$ cat src/rtl/regfile_wb_scheduler.sv
// regfile_wb_scheduler
//   Arbitrates the single register-file write port between the in-order
//   pipeline WB stage (always wins) and the multi-cycle mul/div unit (MCU).
//   Keeps a scoreboard of destination registers reserved by in-flight MCU ops
//   and raises the ID hazard stall. If the MCU is blocked for MAX_WAIT
//   consecutive cycles, it raises a registered pipe_hold. This freezes
//   upstream stages so that a WB bubble can open a slot for the MCU.
//
// Ports
//   clk, rst                        clock, asynchronous active-high reset
//   wb_we, wb_waddr, wb_wdata       pipeline WB write request
//   mc_issue, mc_issue_rd           MCU accepted an op; reserve its rd
//   mc_valid, mc_rd, mc_data        MCU result pending (held until accepted)
//   mc_ready                        MCU result accepted this cycle (comb)
//   id_rs, id_rt, id_rd, id_we      ID-stage operands / destination
//   hz_stall                        ID must stall (comb)
//   pipe_hold                       freeze upstream, inject WB bubble (reg)
//   rf_we, rf_waddr, rf_wdata       register-file write port (comb)
//   busy_vec                        scoreboard, bit r = r reserved by MCU
module regfile_wb_scheduler #(
   parameter int MAX_WAIT = 4
) (
   input  logic        clk,
   input  logic        rst,
   input  logic        wb_we,
   input  logic [4:0]  wb_waddr,
   input  logic [31:0] wb_wdata,
   input  logic        mc_issue,
   input  logic [4:0]  mc_issue_rd,
   input  logic        mc_valid,
   input  logic [4:0]  mc_rd,
   input  logic [31:0] mc_data,
   output logic        mc_ready,
   input  logic [4:0]  id_rs,
   input  logic [4:0]  id_rt,
   input  logic [4:0]  id_rd,
   input  logic        id_we,
   output logic        hz_stall,
   output logic        pipe_hold,
   output logic        rf_we,
   output logic [4:0]  rf_waddr,
   output logic [31:0] rf_wdata,
   output logic [31:0] busy_vec
);

   localparam int CNT_W = $clog2(MAX_WAIT + 1);

   typedef enum logic [1:0] {ST_IDLE, ST_WAIT, ST_HOLD} state_t;

   logic              wb_used;
   logic              grant;
   logic              blocked;
   logic [31:0]       done_mask;
   logic [31:0]       busy_eff;
   logic [31:0]       busy_q, busy_d;
   state_t            state_q, state_d;
   logic [CNT_W-1:0]  cnt_q, cnt_d;
   logic              pipe_hold_q, pipe_hold_d;

   // Arbitration and write-port mux
   always_comb begin
      wb_used  = wb_we && (wb_waddr != 5'd0);
      grant    = mc_valid && !wb_used;
      blocked  = mc_valid && wb_used;
      mc_ready = grant;

      rf_we    = 1'b0;
      rf_waddr = 5'd0;
      rf_wdata = 32'd0;
      if (wb_used) begin
         rf_we    = 1'b1;
         rf_waddr = wb_waddr;
         rf_wdata = wb_wdata;
      end else if (mc_valid) begin
         // A result aimed at $0 still consumes the slot but writes nothing.
         rf_we    = (mc_rd != 5'd0);
         rf_waddr = mc_rd;
         rf_wdata = mc_data;
      end
   end

   // Scoreboard next state and hazard detection
   always_comb begin
      done_mask = 32'd0;
      if (grant) done_mask[mc_rd] = 1'b1;

      busy_d = busy_q & ~done_mask;
      // Issue is applied after the clear, so a same-cycle set wins.
      if (mc_issue && (mc_issue_rd != 5'd0)) busy_d[mc_issue_rd] = 1'b1;
      busy_d[0] = 1'b0;

      // The completing result lands at the register-file falling edge, so
      // ID can read it this cycle without stalling.
      busy_eff = busy_q & ~done_mask;
      hz_stall = busy_eff[id_rs] | busy_eff[id_rt] | (id_we & busy_eff[id_rd]);
   end

   // Starvation FSM next state
   always_comb begin
      state_d = state_q;
      cnt_d   = cnt_q;
      unique case (state_q)
         ST_IDLE: begin
            if (blocked) begin
               cnt_d   = CNT_W'(1);
               state_d = (MAX_WAIT == 1) ? ST_HOLD : ST_WAIT;
            end
         end
         ST_WAIT: begin
            if (!blocked) begin
               state_d = ST_IDLE;
               cnt_d   = '0;
            end else if ((32'(cnt_q) + 32'd1) == 32'(MAX_WAIT)) begin
               state_d = ST_HOLD;
               cnt_d   = cnt_q + 1'b1;
            end else begin
               cnt_d   = cnt_q + 1'b1;
            end
         end
         ST_HOLD: begin
            if (!blocked) begin
               state_d = ST_IDLE;
               cnt_d   = '0;
            end
         end
         default: begin
            state_d = ST_IDLE;
            cnt_d   = '0;
         end
      endcase
      pipe_hold_d = (state_d == ST_HOLD);
   end

   // State registers
   always_ff @(posedge clk or posedge rst) begin
      if (rst) begin
         busy_q      <= 32'd0;
         state_q     <= ST_IDLE;
         cnt_q       <= '0;
         pipe_hold_q <= 1'b0;
      end else begin
         busy_q      <= busy_d;
         state_q     <= state_d;
         cnt_q       <= cnt_d;
         pipe_hold_q <= pipe_hold_d;
      end
   end

   assign pipe_hold = pipe_hold_q;
   assign busy_vec  = busy_q;

endmodule

$ cat config.mk
export PLATFORM = sky130hd
export DESIGN_NAME = regfile_wb_scheduler
export DESIGN_NICKNAME = d
export VERILOG_FILES = /design/src/rtl/regfile_wb_scheduler.sv
export SDC_FILE = /design/constraint.sdc
export NUM_CORES = 1
export LEC_CHECK = 0
export CORE_MARGIN = 5
export CORE_UTILIZATION = 41
export CTS_BUF_LIST = sky130_fd_sc_hd__clkbuf_2 sky130_fd_sc_hd__clkbuf_4 sky130_fd_sc_hd__clkbuf_8
export DETAILED_ROUTE_END_ITERATION = 16
export GPL_TIMING_DRIVEN = 0
export PLACE_DENSITY_LB_ADDON = 0.25
export REMOVE_ABC_BUFFERS = 1
export SYNTH_ARGS = -nofsm -noshare
export SYNTH_HDL_FRONTEND = slang
export SYNTH_SLANG_ARGS = --single-unit
$ cat constraint.sdc
create_clock -name clk -period 3.3 [get_ports clk]
set_input_delay 0.66 -clock clk [delete_from_list [all_inputs] [get_ports clk]]
set_output_delay 0.66 -clock clk [all_outputs]
set_load 0.05 [all_outputs]
==> reports/metrics.cfg <==
[run_status]
outcome = finished with violations
violations = negative setup slack

[min_path]
holdPathStages = 2
hp-class = reg2reg

[detailed_routing]
first_pass_iters = 5
dr_total_vias = 4711
drt-total-wl_um = 16470
postRouteAntennaNets = 0
drc_errors = 0
wl_per_cell_um = 22.29
vias_per_cell = 6.375
drtIter0Drc = 638

[logic_synthesis]
ys_seq_area_share_pct = 27.78
syn-instance-count = 455
yosys_warnings = 0
synthArstFlopShare_pct = 100.0
syn_area_um2 = 3333
synth-main-ff-cell = dfrtp_1
yosys_register_bits = 37
synth-edff-count = 0
syn_area_per_cell_um2 = 7.326
synthDistinctLibCells = 60

[clocking]
cts_hold_buffers = 0
cts_sinks = 37
numCtsBuffers = 5
clkTransAtPathRegs_ns = 0.07
cts.htree.levels = 2
clock_latency_ns = 0.30
cts_tree = done
clock_path_buffers = 2
clock-root-buffer = clkbuf_8

[setup_path]
crit_path_end_kind = output pin
arrival_ns = 3.10
worst-path-stages = 9
worst-path-max-fanout = 25
crit_chain = dlygate4sd2_1, mux2i_1, o211ai_1, a311oi_1, o21ai_0, o311a_1, o32ai_2, o221ai_2, buf_6
path_buf_inv = 2
start_kind = input port
max_stage_delay_ns = 0.88
r2r_cells = 6
criticalPathCategory = in2out
slowest_stage = dlygate4sd2_1
path_delay_family = compound AO/OA/AOI/OAI gates
crit_required_ns = 2.64

[grt]
grt_overflow = 0
grt_pass1_vias = 4257
grt_pass1_wl_um = 24320
grt_max_degree = 45
antenna_found_initial = 0
track_usage_pct = 30.50

[floorplan]
dieArea_um2 = 10030
num_rows = 32
initial_core_util_pct = 42.69
core_um2 = 7807
ios = 173
die_h_um = 100.2
die_width_um = 100.2

[flow_run]
cap_violations = 0

[timing]
worst_pin_slew_ns = 1.029
setup_tns_ns = -0.4599
finalMaxSlewViolations = 0
finalCritPeriodShare_pct = 113.9
worst_slack_ns = -0.4599
finalSetupViolCount = 1
timing.hold.ws_ns = 0.5822
period_minus_slack_ns = 3.760
relSlewSlack_pct = 31.40
timing.fmax_mhz = 266.0
worst_clock_skew_ns = 0.008017
rsz0062_at_grt = true
hold_viol_final = 0

[finish]
drive_gt1_share_pct = 16.95
layout_commonest_cell = clkdlybuf4s50_1
mostFrequentLayoutCells = clkdlybuf4s50_1, nand2_1, nand3_1
fin_nets = 738
antennaDiodeCount = 0
finish.utilization_pct = 71.75
synthToLayoutAreaGrowth_pct = 68.06

[power_and_ir_drop]
power_leakage_uw = 0.002400
ir_drop_mv = 0.3967
pwr_density_cell_nw_per_um2 = 460.5
finalPower_uw = 2580

[placed_design]
dp_hpwl_um = 11360
gp_congestion = 0.9959
portBuffers = 171

-- tightest hold or removal path: stages (launching register included) --
cell     delay (ns)
dfrtp_1        0.40
nand3_1        0.08
o21ai_0        0.07
-- cells by family after synthesis --
kind of cell               Yosys count  synth area share, %
AOI/OAI and AO/OA                  141                28.38
adders and majority gates            2               0.7506
buffers and inverters               44                5.405
DFF                                 37                27.78
muxes                               19                6.944
other                                1               0.1125
and+or+nand+nor                    211                30.63
-- cell type report --
cell class / instances / area [um2]
tap: 102 / 127.6
clock inverter: 2 / 37.54
fill: 629 / 2206
multi-input combinational: 377 / 2457
timing repair buffer: 203 / 1923
inverter: 12 / 47.55
sequential: 37 / 925.9
clock buffer: 6 / 82.58
-- final timing paths --
kind,from,endpoint,slack [ns]
min,cnt_q[2],cnt_q[2],0.58
min reg2reg,cnt_q[2],cnt_q[2],0.58
max reg2reg,cnt_q[0],pipe_hold,1.79
min in group asynchronous,rst,busy_vec[10],0.77
max,id_rt[1],hz_stall,-0.46
max in group asynchronous,rst,busy_vec[6],1.96
-- state kept, by name, indices dropped and copies added (netlist names) --
signal / count
state_q: 2
cnt_q: 3
pipe_hold: 1
busy_vec: 31
-- per-layer routing --
metal / vias up / global-route usage [%] / wire length, um
met4: 0 / 9.016 / 556
met5: - / 0 / 0
met2: 400 / 47.81 / 7614
met3: 61 / 5.976 / 1993
li1: 2058 / - / -
met1: 2192 / 42.55 / 6309
-- power breakdown --
group	internal, uW	switching (uW)
Combinational	542	946
Sequential	549	107
Clock	246	189
-- Yosys cell counts (2+ instances only) --
cell | n | area share, %
o21bai_1 | 4 | 0.90
inv_1 | 11 | 1.2
clkbuf_1 | 23 | 2.6
and4_1 | 2 | 0.53
o31a_1 | 6 | 1.6
nand3b_1 | 9 | 2.0
a31oi_1 | 4 | 0.75
nand4b_1 | 2 | 0.53
nor2_1 | 15 | 1.7
ha_1 | 2 | 0.75
or2_2 | 2 | 0.38
a311oi_1 | 2 | 0.53
o2bb2ai_1 | 2 | 0.53
a41oi_1 | 3 | 0.79
nand2b_1 | 10 | 1.9
or3b_2 | 3 | 0.79
o22ai_1 | 2 | 0.38
dfrtp_1 | 37 | 28
o31ai_1 | 7 | 1.6
nand3_1 | 52 | 7.8
o211ai_1 | 18 | 4.1
a211oi_1 | 4 | 0.90
o311ai_0 | 2 | 0.53
o21ai_0 | 57 | 8.6
nand2_1 | 96 | 11
o21ai_1 | 2 | 0.30
nor3_1 | 4 | 0.60
mux4_2 | 3 | 2.0
mux2i_1 | 13 | 3.9
or3_1 | 8 | 1.5
o2111ai_1 | 7 | 1.8
buf_2 | 2 | 0.30
buf_1 | 4 | 0.45
a22o_1 | 2 | 0.53
and3_1 | 2 | 0.38
a21oi_1 | 5 | 0.75
mux2_2 | 3 | 1.0
o311a_1 | 3 | 0.90
-- per-stage QoR --
step	instances	area [um2]	worst slack, ns
finish	739	5602	-0.4599
global placement	696	5037	-2.575
CTS	728	5504	-0.4315
global route	739	5602	-0.4737
floorplan	423	3198	-0.9066
detailed placement	698	5100	-2.624
-- repair_timing --
action	CTS	global route
gates resized for setup	137	40
buffers inserted	18	11
endpoints found under the setup margin	52	19
cloned	4	0
pin swaps	11	17
Power figures use the tool's default switching activity.
